## config.mk

```make
export PLATFORM = sky130hd
export DESIGN_NAME = l2_train_sequencer_flat
export DESIGN_NICKNAME = d
export VERILOG_FILES = /design/src/rtl/l2_train_sequencer_if.sv /design/src/rtl/l2_train_sequencer.sv /design/src/flat_wrapper.sv
export SDC_FILE = /design/constraint.sdc
export NUM_CORES = 1
export LEC_CHECK = 0
export CORE_MARGIN = 2
export CORE_UTILIZATION = 48
export DETAILED_ROUTE_END_ITERATION = 8
export GPL_TIMING_DRIVEN = 0
export HOLD_SLACK_MARGIN = 0.06
export PLACE_DENSITY = 0.76
export REMOVE_ABC_BUFFERS = 1
export SYNTH_ARGS = -nofsm -noshare
export SYNTH_HDL_FRONTEND = slang
export SYNTH_SLANG_ARGS = --single-unit
```

## constraint.sdc

```tcl
create_clock -name i_clk -period 1.97 [get_ports i_clk]
set_clock_uncertainty 0.15 [all_clocks]
set_input_delay 0.2955 -clock i_clk [delete_from_list [all_inputs] [get_ports i_clk]]
set_output_delay 0.2955 -clock i_clk [all_outputs]
set_load 0.005 [all_outputs]
```

## src/rtl/l2_train_sequencer_if.sv

```systemverilog
// l2_train_sequencer_if: update-command handshake between the sequencer and the L2 datapath
interface l2_train_sequencer_if;
    logic       upd_valid;
    logic [1:0] upd_kind;
    logic [2:0] upd_neuron;
    logic       upd_ready;

    modport master (output upd_valid, upd_kind, upd_neuron, input upd_ready);
    modport slave  (input upd_valid, upd_kind, upd_neuron, output upd_ready);
endinterface

```

## src/rtl/l2_train_sequencer.sv

```systemverilog
// l2_train_sequencer: sequences supervised and unsupervised training commands for the 3-neuron L2 layer
module l2_train_sequencer #(
    parameter int p_wait_clks = 7,
    parameter int p_samples   = 16,
    parameter int p_epochs    = 8,
    parameter int p_cnt_w     = 8
) (
    input  logic                 i_clk,
    input  logic                 i_rst_n,
    input  logic                 i_start,
    input  logic [2:0]           i_label,
    input  logic [2:0]           i_l2_spikeout,
    l2_train_sequencer_if.master upd,
    output logic                 o_window_open,
    output logic                 o_endof_epochs,
    output logic                 o_busy,
    output logic [p_cnt_w-1:0]   o_sample_cnt,
    output logic [p_cnt_w-1:0]   o_epoch_cnt,
    output logic                 o_err_multi
);
    localparam int ww = (p_wait_clks > 1) ? $clog2(p_wait_clks) : 1;
    localparam logic [ww-1:0]      win_last    = ww'(p_wait_clks - 1);
    localparam logic [p_cnt_w-1:0] sample_last = p_cnt_w'(p_samples - 1);
    localparam logic [p_cnt_w-1:0] epoch_last  = p_cnt_w'(p_epochs - 1);

    if (p_wait_clks < 1 || p_samples < 1 || p_epochs < 1 ||
        p_samples > 2**p_cnt_w || p_epochs > 2**p_cnt_w) begin : g_bad_params
        $error("l2_train_sequencer: illegal parameter combination");
    end

    typedef enum logic [2:0] {S_IDLE, S_ARMED, S_WINDOW, S_ISSUE, S_DONE} state_t;

    state_t             state, state_d;
    logic [ww-1:0]      win_cnt, win_cnt_d;
    logic [2:0]         label_q, label_d, winner_q, winner_d, neuron_q, neuron_d;
    logic [1:0]         kind_q, kind_d;
    logic [p_cnt_w-1:0] sample_q, sample_d, epoch_q, epoch_d;
    logic               err_q, err_d;

    logic label_ok, spike_ok, multi;
    assign label_ok = $onehot(i_label);
    assign spike_ok = $onehot(i_l2_spikeout);
    assign multi    = ((i_label & (i_label - 3'd1)) != 3'd0) ||
                      ((i_l2_spikeout & (i_l2_spikeout - 3'd1)) != 3'd0);

    // State register; reset abandons any window or pending command
    always_ff @(posedge i_clk or negedge i_rst_n) begin
        if (!i_rst_n) state <= S_IDLE;
        else          state <= state_d;
    end

    // Window counter, latched label/winner, command fields, counters and error pulse
    always_ff @(posedge i_clk or negedge i_rst_n) begin
        if (!i_rst_n) begin
            win_cnt  <= '0;
            label_q  <= '0;
            winner_q <= '0;
            kind_q   <= '0;
            neuron_q <= '0;
            sample_q <= '0;
            epoch_q  <= '0;
            err_q    <= 1'b0;
        end else begin
            win_cnt  <= win_cnt_d;
            label_q  <= label_d;
            winner_q <= winner_d;
            kind_q   <= kind_d;
            neuron_q <= neuron_d;
            sample_q <= sample_d;
            epoch_q  <= epoch_d;
            err_q    <= err_d;
        end
    end

    // Next-state and datapath decisions; multi-hot inputs only flagged where inputs are examined
    always_comb begin
        state_d   = state;
        win_cnt_d = win_cnt;
        label_d   = label_q;
        winner_d  = winner_q;
        kind_d    = kind_q;
        neuron_d  = neuron_q;
        sample_d  = sample_q;
        epoch_d   = epoch_q;
        err_d     = 1'b0;
        case (state)
            S_IDLE, S_DONE: begin
                if (i_start) begin
                    sample_d = '0;
                    epoch_d  = '0;
                    state_d  = S_ARMED;
                end
            end
            S_ARMED: begin
                err_d = multi;
                if (label_ok) begin
                    label_d   = i_label;
                    winner_d  = spike_ok ? i_l2_spikeout : 3'b000;
                    win_cnt_d = '0;
                    state_d   = S_WINDOW;
                end else if (spike_ok) begin
                    kind_d   = 2'b11;
                    neuron_d = i_l2_spikeout;
                    state_d  = S_ISSUE;
                end
            end
            S_WINDOW: begin
                err_d     = multi;
                win_cnt_d = win_cnt + 1'b1;
                winner_d  = (winner_q == 3'b000 && spike_ok) ? i_l2_spikeout : winner_q;
                if (win_cnt == win_last) begin
                    kind_d   = (winner_d == label_q) ? 2'b01 : 2'b10;
                    neuron_d = label_q;
                    state_d  = S_ISSUE;
                end
            end
            S_ISSUE: begin
                if (upd.upd_ready) begin
                    state_d = S_ARMED;
                    if (kind_q != 2'b11) begin
                        if (sample_q == sample_last) begin
                            sample_d = '0;
                            epoch_d  = (epoch_q == '1) ? epoch_q : epoch_q + 1'b1;
                            state_d  = (epoch_q == epoch_last) ? S_DONE : S_ARMED;
                        end else begin
                            sample_d = sample_q + 1'b1;
                        end
                    end
                end
            end
            default: state_d = S_IDLE;
        endcase
    end

    assign upd.upd_valid  = (state == S_ISSUE);
    assign upd.upd_kind   = kind_q;
    assign upd.upd_neuron = neuron_q;
    assign o_window_open  = (state == S_WINDOW);
    assign o_endof_epochs = (state == S_DONE);
    assign o_busy         = (state == S_ARMED) || (state == S_WINDOW) || (state == S_ISSUE);
    assign o_sample_cnt   = sample_q;
    assign o_epoch_cnt    = epoch_q;
    assign o_err_multi    = err_q;
endmodule

```

## src/flat_wrapper.sv

```systemverilog
// flat-port wrapper written by rule: the top's interface ports become plain ports
module l2_train_sequencer_flat 
#(
    parameter int p_wait_clks = 7,
    parameter int p_samples   = 16,
    parameter int p_epochs    = 8,
    parameter int p_cnt_w     = 8
)
  (i_clk, i_rst_n, i_start, i_label, i_l2_spikeout, o_window_open, o_endof_epochs, o_busy, o_sample_cnt, o_epoch_cnt, o_err_multi, upd_upd_valid, upd_upd_kind, upd_upd_neuron, upd_upd_ready);
  l2_train_sequencer_if upd_i ();
  input  logic i_clk;
  input  logic i_rst_n;
  input  logic i_start;
  input  logic [2:0] i_label;
  input  logic [2:0] i_l2_spikeout;
  output logic o_window_open;
  output logic o_endof_epochs;
  output logic o_busy;
  output logic [p_cnt_w-1:0] o_sample_cnt;
  output logic [p_cnt_w-1:0] o_epoch_cnt;
  output logic o_err_multi;
  output wire logic [$bits(upd_i.upd_valid)-1:0] upd_upd_valid;
  output wire logic [$bits(upd_i.upd_kind)-1:0] upd_upd_kind;
  output wire logic [$bits(upd_i.upd_neuron)-1:0] upd_upd_neuron;
  input wire logic [$bits(upd_i.upd_ready)-1:0] upd_upd_ready;
  assign upd_upd_valid = upd_i.upd_valid;
  assign upd_upd_kind = upd_i.upd_kind;
  assign upd_upd_neuron = upd_i.upd_neuron;
  assign upd_i.upd_ready = upd_upd_ready;
  l2_train_sequencer #(.p_wait_clks(p_wait_clks), .p_samples(p_samples), .p_epochs(p_epochs), .p_cnt_w(p_cnt_w)) u_core (.i_clk(i_clk), .i_rst_n(i_rst_n), .i_start(i_start), .i_label(i_label), .i_l2_spikeout(i_l2_spikeout), .upd(upd_i), .o_window_open(o_window_open), .o_endof_epochs(o_endof_epochs), .o_busy(o_busy), .o_sample_cnt(o_sample_cnt), .o_epoch_cnt(o_epoch_cnt), .o_err_multi(o_err_multi));
endmodule
```

Word-level counts from Yosys, hierarchy flattened
Index checks and enable logic that the tools add are counted.
- output and inout port bits: 26
- logic and storage cells: 95
- input port bits: 10
- register bits after elaboration: 34
- bitwise logic cells: 2
- multiplexer cells: 35
- reduce and logical (&&, ||, !) cells: 18
- add/sub/neg operators: 9
- equality and inequality tests: 22
- operators by type and width (operator ; count):
    two-way mux 8 bit ; 8
    two-way mux 3 bit ; 15
    one-hot mux 8 bit (2 select lines) ; 2
    one-hot mux 3 bit (2 select lines) ; 3
    adder 8 x 1 -> 8 bit (second input constant) ; 2
    inequality test 2 x 1 -> 1 bit (second input constant) ; 6
    one-hot mux 3 bit (4 select lines) ; 1
    AND reduction 4 bit ; 3
    equality test 8 x 3 -> 1 bit (second input constant) ; 1
    equality test 8 x 4 -> 1 bit (second input constant) ; 1
    equality test 8 bit (second input constant) ; 1
    two-way mux 2 bit ; 4
    inequality test 2 bit (second input constant) ; 4
    AND 3 bit ; 2
    equality test 3 x 2 -> 1 bit (second input constant) ; 2
    equality test 3 bit (second input constant) ; 2
    zero test 3 bit ; 2
    AND reduction 6 bit ; 1
    nonzero test 3 bit ; 2
    subtractor 3 x 1 -> 3 bit (second input constant) ; 2
    adder 1 x 1 -> 2 bit ; 2
    adder 2 x 1 -> 2 bit ; 2
    equality test 2 x 1 -> 1 bit (second input constant) ; 2
    one-hot mux 2 bit (2 select lines) ; 1
    10 further kinds ; 15

Depth between registers and ports, before layout
- depth in word-level cells: 9
- depth in mapped cells: 7
- mapped depth without buffers: 6

Least setup slack after synthesis
No wires, ideal clock.
- kind: input -> register
- from: input port i_label[0]
- to: register u_core.state[0]
- cell stages on the path: 5
- library setup time: 0.126 ns
- arrival time: 1.843 ns
- setup slack: -0.149 ns
- buffers on the path: 0
- cell sequence: fa_1 or3b_2 a21oi_1 o22ai_1 a311o_1
- longest elaborated chain between the ends: 5
- elaborated cells on any way between the ends: 7
- classes of those cells: 2 x add/sub; 2 x eq/ne; 2 x mux; 1 x reduce/logical
- ends and longest elaborated chain (item ; line ; RTL):
    start, declared ; flat_wrapper.sv:14 ; input logic [2:0] i_label;
    adder 1 x 1 -> 2 bit (implied by the code) * ; l2_train_sequencer.sv:41 ; assign label_ok = $onehot(i_label);
    adder 2 x 1 -> 2 bit (implied by the code) * ; l2_train_sequencer.sv:41 ;
    equality test 2 x 1 -> 1 bit * ; l2_train_sequencer.sv:41 ;
    inequality test 3 x 1 -> 1 bit (no line) or two-way mux 3 bit (tied branches) ; - ;
    AND reduction 4 bit (no line) or one-hot mux 3 bit (4 select lines) (tied branches) ; - ;
    end signal, assigned ; l2_train_sequencer.sv:49 ; else state <= state_d;
    end, declared ; l2_train_sequencer.sv:33 ; state_t state, state_d;
Every way passes the cells marked *; elsewhere a longest branch is shown, timed or not.
A chain may end at the register's enable or synchronous reset.

Worst setup path in the final report
- from: register u_core.sample_q[0], in the netlist u_core.o_sample_cnt[0]
- to: register u_core.epoch_q[6], in the netlist u_core.o_epoch_cnt[6]
- longest elaborated chain between the ends: 3
- ends and longest elaborated chain (item ; line ; RTL):
    start, declared ; l2_train_sequencer.sv:37 ; logic [p_cnt_w-1:0] sample_q, sample_d, epoch_q, epoch_d;
    start signal, assigned ; l2_train_sequencer.sv:69 ; sample_q <= sample_d;
    equality test 8 x 4 -> 1 bit ; l2_train_sequencer.sv:121 ; if (sample_q == sample_last) begin
    inequality test 2 x 1 -> 1 bit (no line) ; - ;
    AND reduction 6 bit (no line) ; - ;
    end signal, assigned ; l2_train_sequencer.sv:70 ; epoch_q <= epoch_d;
    end, declared ; l2_train_sequencer.sv:37 ;
No other way between the ends.

==> flow_summary.yaml <==
status:
  status: "finished with violations"
  violations: "setup timing"
setup_path:
  worst_ep_arrival_time_ps: 2030
  cp_num_buf_inv: 1
  crit_path_max_incr_delay_ps: 490
  crit_path_end_kind: "flip-flop"
  worst-setup-path-type: "flip-flop to flip-flop"
  cp.required_ps: 1980
  cp_top_family: "simple AND/OR/NAND/NOR gates"
  crit_slowest_cell: "or4_4"
  start_kind: "flip-flop"
  cp_cell_sequence: "ha_4, nand4b_1, or4_4, buf_12, o311ai_2, o311ai_2"
  crit_top_cell: "o311ai_2"
  crit_fanout: 5
sta:
  worst_pin_slew_ps: 780
  period_share: 1.03
  min_period_ps: 2020
  relSlewSlack: 0.480
  rsz0062_at_grt: "true"
  fin_ws_ps: -51.7
  slew_violations: 0
  finalHoldViolCount: 0
  clock.fmax_mhz: 495
  setup_violations: 6
cts:
  cts_root_buf: "clkbuf_8"
  cts_tree: "done"
  h-tree-depth: 2
  clk_path_buf_depth: 2
  clock_latency_ps: 300
  cts_buffers: 5
  clock-sinks: 34
  path_clk_slew_ps: 80
logic_synthesis:
  ys_ff_latch: 34
  synth-async-reset-ratio: 1.00
  ys_warn_count: 0
  synth.avg_cell_area_um2: 8.86
  synth_top_cell_area_share: 0.400
  netlist_area_mm2: 0.00213
  synth_ff_type: "dfrtp_1"
  yosys.area.top_type: "dfrtp_1"
  syn_inst: 240
  yosysSeqAreaShare: 0.400
  synth.area.top_cells: "dfrtp_1 (40%), a21oi_1 (4.7%), nand2_1 (3.5%)"
  ys_types: 50
  synth_edf_count: 0
pwr:
  power.density_mw_per_mm2: 1140
  power_mw: 3.66
  vdd_drop_max_v: 0.000588
  power.leakage_nw: 1.29
run:
  max_cap_viol_count: 0
grt:
  grt_pass1_wl_mm: 10.2
  grt_max_degree: 35
  grt_pass1_vias: 2096
  grt_overflow: 0
  antenna_found_initial: 0
  grt_usage: 0.257
worst_hold_path:
  hold_class: "primary input to flip-flop"
placed_design:
  placed_area_mm2: 0.00249
  dp_hpwl_mm: 3.56
  gp_congestion: 0.853
  io_buffer_count: 35
route:
  ant_nets: 0
  drc_errors: 0
  vias: 2429
  dr.pass1.iters: 5
  wl_per_cell_um: 19.1
  routed_wl_mm: 7.05
  drtIter0Drc: 280
  viasPerCell: 6.58
die:
  die_w_um: 70.6
  start_util: 0.492
  core_mm2: 0.00432
  rows: 24
  die_area_mm2: 0.00498
  pin_count: 36
  die_h_um: 70.6
cells_and_area:
  multi_input_area_mm2: 0.00142
  fillCellCount: 273
  final_area_mm2: 0.00321
  nNetsFinal: 332
  seq_area_um2: 856
  antenna_cells: 0
  post_route_cells_drive_above_1_share: 0.331
  syn_to_final_growth_pct: 50.9
-- metrics by stage --
step / utilization / setup WS, ps / setup TNS (ps) / std cells / hold WS (ps)
after floorplan: - / -424 / -2990 / 228 / -150
after global placement: 0.575 / -1040 / -33480 / 315 / 369
after detailed placement: 0.575 / -954 / -18510 / 315 / 263
after CTS: 0.695 / -48.2 / -162 / 355 / 133
after global routing: 0.742 / -118 / -1000 / 369 / 121
final: 0.742 / -51.7 / -190 / 369 / 113
-- final cells by class --
class,count,area share
Clock buffer,7,0.0238
Inverter,13,0.0175
Multi-Input combinational cell,182,0.442
Timing Repair Buffer,80,0.221
Tap cell,52,0.0203
Clock inverter,1,0.00935
Sequential cell,34,0.267
-- layer usage --
metal / vias up / global-route usage / wire length (um)
met1: 1160 / 0.367 / 2860
met5: - / 0 / 0
met3: 37 / 0.0413 / 619
li1: 1071 / - / -
met2: 161 / 0.395 / 3330
met4: 0 / 0.103 / 243
-- path summary, 6_finish.rpt --
path / startpoint / cells past startpoint / slack, ps / to
worst max-delay path: u_core.o_sample_cnt[0]$_DFFE_PN0P_ / 6 / -50 / u_core.o_epoch_cnt[6]$_DFFE_PN0P_
worst min-delay path: i_l2_spikeout[2] / 2 / 110 / u_core.winner_q[2]$_DFFE_PN0P_
worst max register to register: u_core.o_sample_cnt[0]$_DFFE_PN0P_ / 6 / -50 / u_core.o_epoch_cnt[6]$_DFFE_PN0P_
worst min register to register: u_core.upd.upd_neuron[0]$_DFFE_PN0P_ / 2 / 400 / u_core.upd.upd_neuron[0]$_DFFE_PN0P_
max in group asynchronous: i_rst_n / 2 / 670 / u_core.o_sample_cnt[4]$_DFFE_PN0P_
min in group asynchronous: i_rst_n / 2 / 460 / u_core.o_epoch_cnt[1]$_DFFE_PN0P_
-- sequential cells by signal, summed over array words and instances (netlist names) --
name / cells
u_core.o_epoch_cnt: 8
u_core.o_sample_cnt: 8
u_core.label_q: 3
u_core.state: 3
u_core.upd.upd_neuron: 3
u_core.win_cnt: 3
u_core.winner_q: 3
u_core.upd.upd_kind: 2
u_core.o_err_multi: 1
-- cell usage after synthesis, types with 2 or more instances --
| master | instances |
|---|---|
| buf_2 | 4 |
| o21ai_0 | 13 |
| fa_1 | 2 |
| nand4b_1 | 4 |
| a211oi_1 | 4 |
| mux2_2 | 3 |
| and2_1 | 3 |
| ha_1 | 4 |
| o22ai_1 | 7 |
| nor3b_1 | 4 |
| o311ai_0 | 2 |
| nor3_1 | 7 |
| and4_1 | 3 |
| clkbuf_1 | 7 |
| nand3_1 | 14 |
| nand2_1 | 20 |
| inv_1 | 13 |
| nor4b_1 | 2 |
| nand4_1 | 4 |
| nand2b_1 | 4 |
| a311oi_1 | 3 |
| a21oi_1 | 20 |
| a32o_1 | 5 |
| dfrtp_1 | 34 |
| or3_1 | 2 |
| a31oi_1 | 3 |
| nor2_1 | 16 |
| nor2b_1 | 7 |
| o211ai_1 | 2 |
| nor4_1 | 4 |
-- layout by cell type (no fill, tap or decap), types with 3 or more instances in the layout --
cell type        count
ha_1                 3
nor3_1               6
a32o_1               5
a21oi_1             17
buf_6                4
o21ai_0             11
nor4_1               3
clkbuf_8             5
nand4b_1             4
a21oi_2              3
nand2_1             20
nand3_1             12
nand4_1              4
buf_4               40
nor3b_1              3
nor2b_1              5
clkdlybuf4s50_1     24
dfrtp_2              4
mux2_2               3
nand2b_1             3
a211oi_1             4
inv_4                3
dfrtp_1             30
inv_1                9
nor2_1              13
o22ai_1              7
-- cell families after synthesis --
kind of cell | after synthesis | synth area share
simple gates | 101 | 0.266
compound gates | 70 | 0.221
flops | 34 | 0.400
buf+inv | 25 | 0.0500
fa+ha+maj | 6 | 0.0424
mux | 4 | 0.0206
-- worst reg2reg max path, stage by stage (launching register included) --
cell,delay (ps)
dfrtp_1,400
ha_4,150
nand4b_1,160
or4_4,490
buf_12,170
o311ai_2,230
o311ai_2,140
-- repair_timing --
action	in CTS	in global routing
setup buffers	32	14
hold endpoints to repair	34	0
endpoints found under the setup margin	37	27
gates resized for setup	62	30
cloned	1	0
pin swaps	21	13
hold buffers	1	0
-- power breakdown --
group / internal [mW] / switching [mW] / leakage, nW
Sequential: 0.917 / 0.317 / 0.400
Clock: 0.379 / 0.274 / 0.0524
Combinational: 0.935 / 0.835 / 0.834
Total: 2.23 / 1.43 / 1.29
(Power assumes the default switching activity.)
